<file path="src/rtl/fifo_param.sv">
// Parametrised single-clock FIFO with occupancy count, programmable almost-full/empty
// thresholds, registered read data, one-cycle overflow/underflow pulses and synchronous flush.
module fifo_param #(
  parameter int unsigned DATA_WIDTH = 8,
  parameter int unsigned DEPTH      = 16,
  parameter int unsigned AF_LEVEL   = 12,
  parameter int unsigned AE_LEVEL   = 4
) (
  input  logic                     clk,
  input  logic                     rst_n,
  input  logic                     clr,
  input  logic                     wr_n,
  input  logic                     rd_n,
  input  logic [DATA_WIDTH-1:0]    data_in,
  output logic [DATA_WIDTH-1:0]    data_out,
  output logic                     full,
  output logic                     empty,
  output logic                     almost_full,
  output logic                     almost_empty,
  output logic                     over_flow,
  output logic                     under_flow,
  output logic [$clog2(DEPTH):0]   fifo_count
);

  localparam int unsigned AW = $clog2(DEPTH);
  localparam int unsigned CW = AW + 1;

  logic [DATA_WIDTH-1:0] mem [DEPTH];

  logic [AW-1:0]         rd_ptr_q, rd_ptr_d;
  logic [AW-1:0]         wr_ptr_q, wr_ptr_d;
  logic [CW-1:0]         count_q,  count_d;
  logic [DATA_WIDTH-1:0] dout_q,   dout_d;
  logic                  ovf_q,    ovf_d;
  logic                  udf_q,    udf_d;

  logic rd_ok, wr_ok, wr_en;

  // Flags decode the count register only, so they never glitch.
  assign full         = (count_q == CW'(DEPTH));
  assign empty        = (count_q == '0);
  assign almost_full  = (count_q >= CW'(AF_LEVEL));
  assign almost_empty = (count_q <= CW'(AE_LEVEL));
  assign fifo_count   = count_q;
  assign data_out     = dout_q;
  assign over_flow    = ovf_q;
  assign under_flow   = udf_q;

  // A full FIFO can still take a write when a read frees a slot on the same edge.
  assign rd_ok = ~rd_n & ~empty;
  assign wr_ok = ~wr_n & (~full | rd_ok);
  assign wr_en = wr_ok & ~clr;

  always_comb begin
    // NOTE: every signal gets a default first so no path leaves it unassigned (no latch).
    rd_ptr_d = rd_ptr_q;
    wr_ptr_d = wr_ptr_q;
    count_d  = count_q;
    dout_d   = dout_q;
    ovf_d    = 1'b0;
    udf_d    = 1'b0;
    if (clr) begin
      rd_ptr_d = '0;
      wr_ptr_d = '0;
      count_d  = '0;
    end else begin
      ovf_d = ~wr_n & ~wr_ok;
      udf_d = ~rd_n & ~rd_ok;
      if (rd_ok) begin
        dout_d   = mem[rd_ptr_q];
        rd_ptr_d = rd_ptr_q + AW'(1);
      end
      if (wr_ok) wr_ptr_d = wr_ptr_q + AW'(1);
      if (wr_ok && !rd_ok)      count_d = count_q + CW'(1);
      else if (rd_ok && !wr_ok) count_d = count_q - CW'(1);
    end
  end

  always_ff @(posedge clk or negedge rst_n) begin
    // NOTE: sequential state uses non-blocking assignments so all registers update together.
    if (!rst_n) begin
      rd_ptr_q <= '0;
      wr_ptr_q <= '0;
      count_q  <= '0;
      dout_q   <= '0;
      ovf_q    <= 1'b0;
      udf_q    <= 1'b0;
    end else begin
      rd_ptr_q <= rd_ptr_d;
      wr_ptr_q <= wr_ptr_d;
      count_q  <= count_d;
      dout_q   <= dout_d;
      ovf_q    <= ovf_d;
      udf_q    <= udf_d;
    end
  end

  // NOTE: the storage array has no reset; the pointers and count define which entries are valid.
  always_ff @(posedge clk) begin
    if (wr_en) mem[wr_ptr_q] <= data_in;
  end

endmodule

</file>
<file path="config.mk">
export PLATFORM = sky130hd
export DESIGN_NAME = fifo_param
export DESIGN_NICKNAME = d
export VERILOG_FILES = /design/src/rtl/fifo_param.sv
export SDC_FILE = /design/constraint.sdc
export NUM_CORES = 1
export LEC_CHECK = 0
export CORE_MARGIN = 5
export CORE_UTILIZATION = 38
export DETAILED_ROUTE_END_ITERATION = 8
export PLACE_DENSITY = 0.66
export SLEW_MARGIN = 0
export SYNTH_ARGS = -nofsm -noshare
export SYNTH_HDL_FRONTEND = slang
export SYNTH_SLANG_ARGS = --single-unit
</file>
<file path="constraint.sdc">
create_clock -name clk -period 2.8 [get_ports clk]
set_input_delay 0.56 -clock clk [delete_from_list [all_inputs] [get_ports clk]]
set_output_delay 0.56 -clock clk [all_outputs]
set_load 0.01 [all_outputs]
</file>
==> reports/results.ini <==
[synthesis]
syn-cell-area_mm2=0.00622
yosys_warnings=0
synth_cell_types=37
synthCells=345
syn-num-nets=368
synth_seq_cells=151
avgSynthCellArea_um2=18.0
synth-seq-area-share_pct=71.1

[die]
chipHeight_um=138
std_cell_rows=46
start_util_pct=39.0
die_x_um=138
dieArea_mm2=0.0190
core_area_mm2=0.0159
io_pins=32

[drt]
postRouteAntennaNets=0
routed_wl_um=12200
wl_per_cell_um=19.2
routed-wl-met3_um=730
vias=3279
wl_met1_um=5260
dr_wl_met2_um=6010
drt_pass1_iterations=4
drt_iter0_markers=223
remaining_drc_errors=0
top_layer=met4
vias_per_cell=5.17

[power_and_ir_drop]
powerDensity_mw_per_mm2=831
leakage_nw=2.54
p_int_mw=4.57
sequentialPowerShare_pct=43.0
vdd_drop_max_mv=0.561
p_switching_mw=1.70
clockPowerShare_pct=36.1
combPwrFrac_pct=20.9
netSwitchingFraction_pct=27.2

[sta]
maxSlewViolCount=0
fmax_ghz=0.376
layout_setup_ws_ps=139
worst_slew_pin_slew_ps=620
min_period_ps=2660
rsz0062_at_grt=no
slew_headroom_pct=58.5
fin_skew_ps=7.50
finalHoldViolations=0
finalCritPeriodShare_pct=95.0
setup_tns_ps=0
setup_viol=0

[global_routing]
grt_max_degree=34
antenna_found_initial=0
grt_pass1_vias=3418
grt.overflow.total=0
grt_pass1_wl_um=19500
gr-usage-all-layers_pct=14.2

[layout]
drive_above_1_share_pct=23.4
nets=428
regArea_mm2=0.00442
multi_input_area_mm2=0.00169
syn2layout_area_growth_pct=21.2
fillers=1363
final_cells=634
diodes=0

[worst_setup_path]
critPathMaxFanout=6
cp.required_ps=2240
crit_path_max_incr_delay_ps=540
r2r-start=fifo_count[1]
regToRegEndpoint=fifo_count[4]
path_class=reg -> out
crit_arrival_ps=2100
cp_slowest_cell=clkdlybuf4s50_1
rrSetupSlack_ps=360
crit_buf_inv=3
crit_chain=buf_4 -> nor4_4 -> nand2_1 -> inv_1 -> clkdlybuf4s50_1
critPathTopFamily=buffers and inverters
crit_path_end_kind=primary output
reg2regPathDepth=9
startpoint_type=flip-flop

[placed_design]
dp_slack_ps=274
dp_cells=600
place_congestion=0.810
dpl.hpwl_um=7700
io_buffers=31

[run_status]
status=complete, no violations

[cts]
numCtsBuffers=17
cts_num_sinks=151
cts_tree=yes
clk_latency_ps=420
cts.reportedPaths.clkPinSlew_ps=60
cts_buffer_depth=2
h-tree-depth=4
cts_root_buf=clkbuf_16

[worst_hold_path]
hp-class=in -> async

[job]
cap_violations=0

what timing repair did:
action	CTS	global route
hold buffers	0	0
buffers inserted	2	0
endpoints found under the setup margin	1	1
gates cloned	0	0
resized for setup	3	1
registers in the layout, summed over array words and instances, names as in the netlist:
register,count
data_out,8
wr_ptr_q,4
rd_ptr_q,4
under_flow,1
fifo_count,5
mem,128
over_flow,1
worst max-delay path by stage:
stage / from / end / slack [ps] / depth (start not counted)
floorplan: fifo_count[1] / fifo_count[4] / 360 / 9
global placement: rd_n / fifo_count[4] / 330 / 8
detailed placement: rd_n / fifo_count[4] / 270 / 8
CTS: fifo_count[3] / full / 9 / 4
global route: fifo_count[1] / empty / 30 / 5
finish: fifo_count[1] / empty / 140 / 5
cells in the mapped netlist:
| cell | instances | area, µm² |
|---|---|---|
| a31oi_2 | 1 | 12.5 |
| a21oi_1 | 7 | 35.0 |
| a21bo_1 | 1 | 10.0 |
| and4b_1 | 1 | 10.0 |
| nand4_1 | 1 | 6.26 |
| mux4_2 | 32 | 721 |
| buf_6 | 1 | 11.3 |
| nand3b_1 | 1 | 7.51 |
| a311oi_1 | 2 | 17.5 |
| xnor2_1 | 6 | 52.6 |
| xor2_1 | 1 | 8.76 |
| a31oi_1 | 3 | 18.8 |
| inv_1 | 5 | 18.8 |
| or3_1 | 1 | 6.26 |
| o21ai_0 | 2 | 10.0 |
| nor4_4 | 1 | 21.3 |
| or2_1 | 1 | 6.26 |
| nor2b_1 | 1 | 6.26 |
| o21a_1 | 1 | 7.51 |
| fa_1 | 1 | 20.0 |
| edfxtp_1 | 128 | 3840 |
| or4_1 | 1 | 7.51 |
| nand2_1 | 21 | 78.8 |
| nand3_1 | 7 | 35.0 |
| buf_2 | 7 | 35.0 |
| clkbuf_1 | 11 | 41.3 |
| nor3_1 | 7 | 35.0 |
| dfrtp_1 | 23 | 576 |
| a21o_1 | 2 | 15.0 |
| ha_1 | 9 | 113 |
| o221ai_1 | 8 | 70.1 |
| o21ai_4 | 1 | 16.3 |
| mux2i_1 | 17 | 170 |
| mux2_1 | 4 | 45.0 |
| nor2_1 | 22 | 82.6 |
| nand2b_1 | 4 | 25.0 |
| a211oi_1 | 3 | 22.5 |
per-stage QoR:
stage	util, %	power [mW]	hold WS (ps)	cell area [µm²]
6_report	47.3	6.27	501	7540
5_1_grt	47.3	6.59	530	7540
4_1_cts	47.3	6.35	491	7540
3_5_place_dp	43.5	4.04	495	6930
3_3_place_gp	43.5	4.02	506	6930
2_1_floorplan	-	3.51	264	6220
power groups by stage:
| stage | logic (mW) | clock network (mW) | registers (mW) |
|---|---|---|---|
| CTS | 1.33 | 2.32 | 2.70 |
| floorplan | 0.775 | 0 | 2.74 |
| detailed placement | 1.28 | 0 | 2.76 |
| global route | 1.45 | 2.43 | 2.71 |
| finish | 1.31 | 2.26 | 2.70 |
| global placement | 1.26 | 0 | 2.76 |
placed cells by master (no fill, tap or decap), drive strengths merged, types with 2 or more instances in the layout:
cell,count
mux4,32
dfrtp,23
nand2b,4
clkinvlp,3
bufinv,2
o21ai,3
a31oi,4
nand3,7
ha,9
a21o,2
clkbuf,17
nor2,22
clkdlybuf4s50,30
mux2,4
a21oi,7
o221ai,8
inv,13
a311oi,2
nand2,21
nor3,7
edfxtp,128
xnor2,6
buf,29
clkinv,2
a211oi,3
mux2i,17
cell type report:
| class | count | share of cell area (%) |
|---|---|---|
| Sequential cell | 151 | 58.7 |
| Tap cell | 216 | 3.58 |
| Multi-Input combinational cell | 170 | 22.5 |
| Timing Repair Buffer | 60 | 7.20 |
| Clock buffer | 17 | 5.64 |
| Clock inverter | 15 | 2.19 |
| Inverter | 5 | 0.249 |
metal layers:
| layer | global-route usage (%) | vias up |
|---|---|---|
| met5 | 0 | - |
| met4 | 4.45 | 0 |
| met3 | 4.06 | 14 |
| met2 | 22.7 | 86 |
| met1 | 19.0 | 1689 |
| li1 | - | 1490 |
cells by family (layout without fill, tap and decap cells):
logic type / Yosys count / after routing / synth area share (%)
flops: 151 / 151 / 71.1
simple gates: 69 / 69 / 5.27
mux: 53 / 53 / 15.1
compound gates: 31 / 31 / 3.78
buf+inv: 24 / 97 / 1.71
fa+ha+maj: 10 / 10 / 2.13
xor+xnor: 7 / 7 / 0.986
No activity file was read; power rests on OpenSTA's default activity.
==> patch, RTL diff (same settings) <==
Change the parameter `DEPTH` from 16 to 8.
--- a/src/rtl/fifo_param.sv
+++ b/src/rtl/fifo_param.sv
@@ -2,7 +2,7 @@
 // thresholds, registered read data, one-cycle overflow/underflow pulses and synchronous flush.
 module fifo_param #(
   parameter int unsigned DATA_WIDTH = 8,
-  parameter int unsigned DEPTH      = 16,
+  parameter int unsigned DEPTH      = 8,
   parameter int unsigned AF_LEVEL   = 12,
   parameter int unsigned AE_LEVEL   = 4
 ) (
Ports: changed (resized fifo_count); port bits go from 32 to 31. The function was not compared with the original's and may differ.
==> patch against the original RTL <==
- cell area is 43% lower
- routed wire length down 42%
- critical path type unchanged
- sequential cell count shrank 67
- worst setup slack better by 0.051 ns
- area after synthesis shrank 42%
- clock skew increased by 0.0014 ns
- power down 44%
- combinational power down 13%
==> patch: results (changes against the original RTL) <==
Global route
  • Met3 Use GR: 3.119% (-0.94 points)
  • All-Layer GR Usage: 13.21% (-0.99 points)
  • Met1 GRT Util: 17.97% (-0.99 points)
  • Largest net degree at the start of global routing: 35 (+2.9%)
  • Routing usage on met2: 21.13% (-1.6 points)
  • First-pass GRT wire length: 11,560 um (-41%)
  • Vias in the first global route: 2,180 (-36%)

Yosys
  • Syn Nets: 275 (-25%)
  • Netlist cell types: 41 (+11%)
  • Synth async-reset ratio: 23.81% (+8.6 points)
  • Largest cells by area after synthesis: edfxtp_1, dfrtp_1, mux2i_1
  • Synth top cells by count: edfxtp_1, mux2i_1, dfrtp_1
  • Syn Area/Cell: 14.00 um2 (-22%)
  • Seq/Total Area, Yosys: 67.32% (-3.8 points)
  • EDFF count, synth: 64 (-50%)

Drt
  • DRT iter0 DRCs: 159 (-29%)
  • Vias per cell: 5.025 (-2.8%)
  • Total wire length: 7081 um (-42%)
  • Drt wl/cell: 16.32 um (-15%)

Place
  • GP Congestion: 0.7988 (-1.3%)
  • DP Worst Slack: 0.2498 ns (-0.02380 ns)
  • Port buffer count: 30 (-3.2%)
  • Final HPWL DP: 4581 um (-41%)
  • Placed Cells: 418 (-30%)

Clock network
  • Post-CTS Setup Bufs: 0 (-2)
  • Worst-Skew Late Latency: 0.34 ns (-0.08 ns)
  • Root buffer selected by CTS: clkbuf_8
  • Htree depth: 3 (-1)
  • Clk buf depth: 2 (unchanged)
  • Post-CTS sizing: 0 (-3)
  • CTS Buf Count: 9 (-8)
  • Worst-path clk slew: 0.09 ns (+0.03 ns)

Outcome
  • Status: complete, no violations

Power
  • VDD IR max: 0.3219 mV (-43%)
  • Leak: 1.488 nW (-41%)

Timing
  • Setup Skew: 0.008896 ns (+0.001396 ns)

Finish
  • Final net count: 318 (-26%)
  • Number of fill cells: 863 (-37%)
  • Layout cells sized above 1: 12.46% (-11 points)
  • Max reg flops: 64 (-50%)

Min path
  • Worst Hold Class: flip-flop to flip-flop

Setup path
  • Critical Path Fanout Max: 9 (+3)
  • Critical Path AT: 2.05 ns (-0.05 ns)
  • Worst path max stage delay: roughly 0.55 ns
patch: cell families after synthesis:
kind of cell,share of synthesized area [%]
multiplexers,8.901
AO/OA/AOI/OAI,8.727
AND/OR/NAND/NOR,8.589
buffers and inverters,3.303
adder cells (fa/ha/maj),1.947
XOR/XNOR,1.217
flip-flops,67.32
patch: stage by stage:
stage          instance area [um2]  hold WS (ns)
6_report                      4293        0.5404
5_1_grt                       4293        0.5729
4_1_cts                       4293        0.5487
3_5_place_dp                  4113        0.5315
3_3_place_gp                  4113        0.5272
2_1_floorplan                 3598        0.2644
patch: worst max-delay path: cells and delay by family (launching register included):
kind / cells / cell delay [ns]
buf+inv: 2 / 0.68
flops: 1 / 0.49
simple gates: 2 / 0.53
patch: layout make-up:
type,instances,area share [%]
Multi-Input combinational cell,146,24.77
Sequential cell,84,56.43
Timing Repair Buffer,45,9.618
Clock buffer,9,2.885
Inverter,14,1.224
Clock inverter,7,1.312
Tap cell,129,3.760
patch: final timing paths:
check | to | cells after the start | startpoint | slack [ns]
setup / recovery | empty | 4 | fifo_count[0]$_DFFE_PN0P_ | 0.19
hold / removal | data_out[7]$_DFFE_PN0P_ | 2 | data_out[7]$_DFFE_PN0P_ | 0.54
setup reg to reg | fifo_count[3]$_DFFE_PN0P_ | 8 | fifo_count[0]$_DFFE_PN0P_ | 0.30
hold reg to reg | data_out[7]$_DFFE_PN0P_ | 2 | data_out[7]$_DFFE_PN0P_ | 0.54
max in group asynchronous | rd_ptr_q[1]$_DFFE_PN0P_ | 2 | rst_n | 2.00
min in group asynchronous | data_out[0]$_DFFE_PN0P_ | 2 | rst_n | 0.56
patch: metal layers:
layer	vias up	routed length, um
met2	34	3395
met4	0	84
met3	8	232
met5	-	0
li1	1057	-
met1	1082	3369
patch: report_power, final:
group | switching, W | total, W | leakage (nW) | internal, W
clock network | 0.000460 | 0.000795 | 0.0910 | 0.000335
logic | 0.000586 | 0.00114 | 0.559 | 0.000552
registers | 0.000106 | 0.00157 | 0.838 | 0.00146
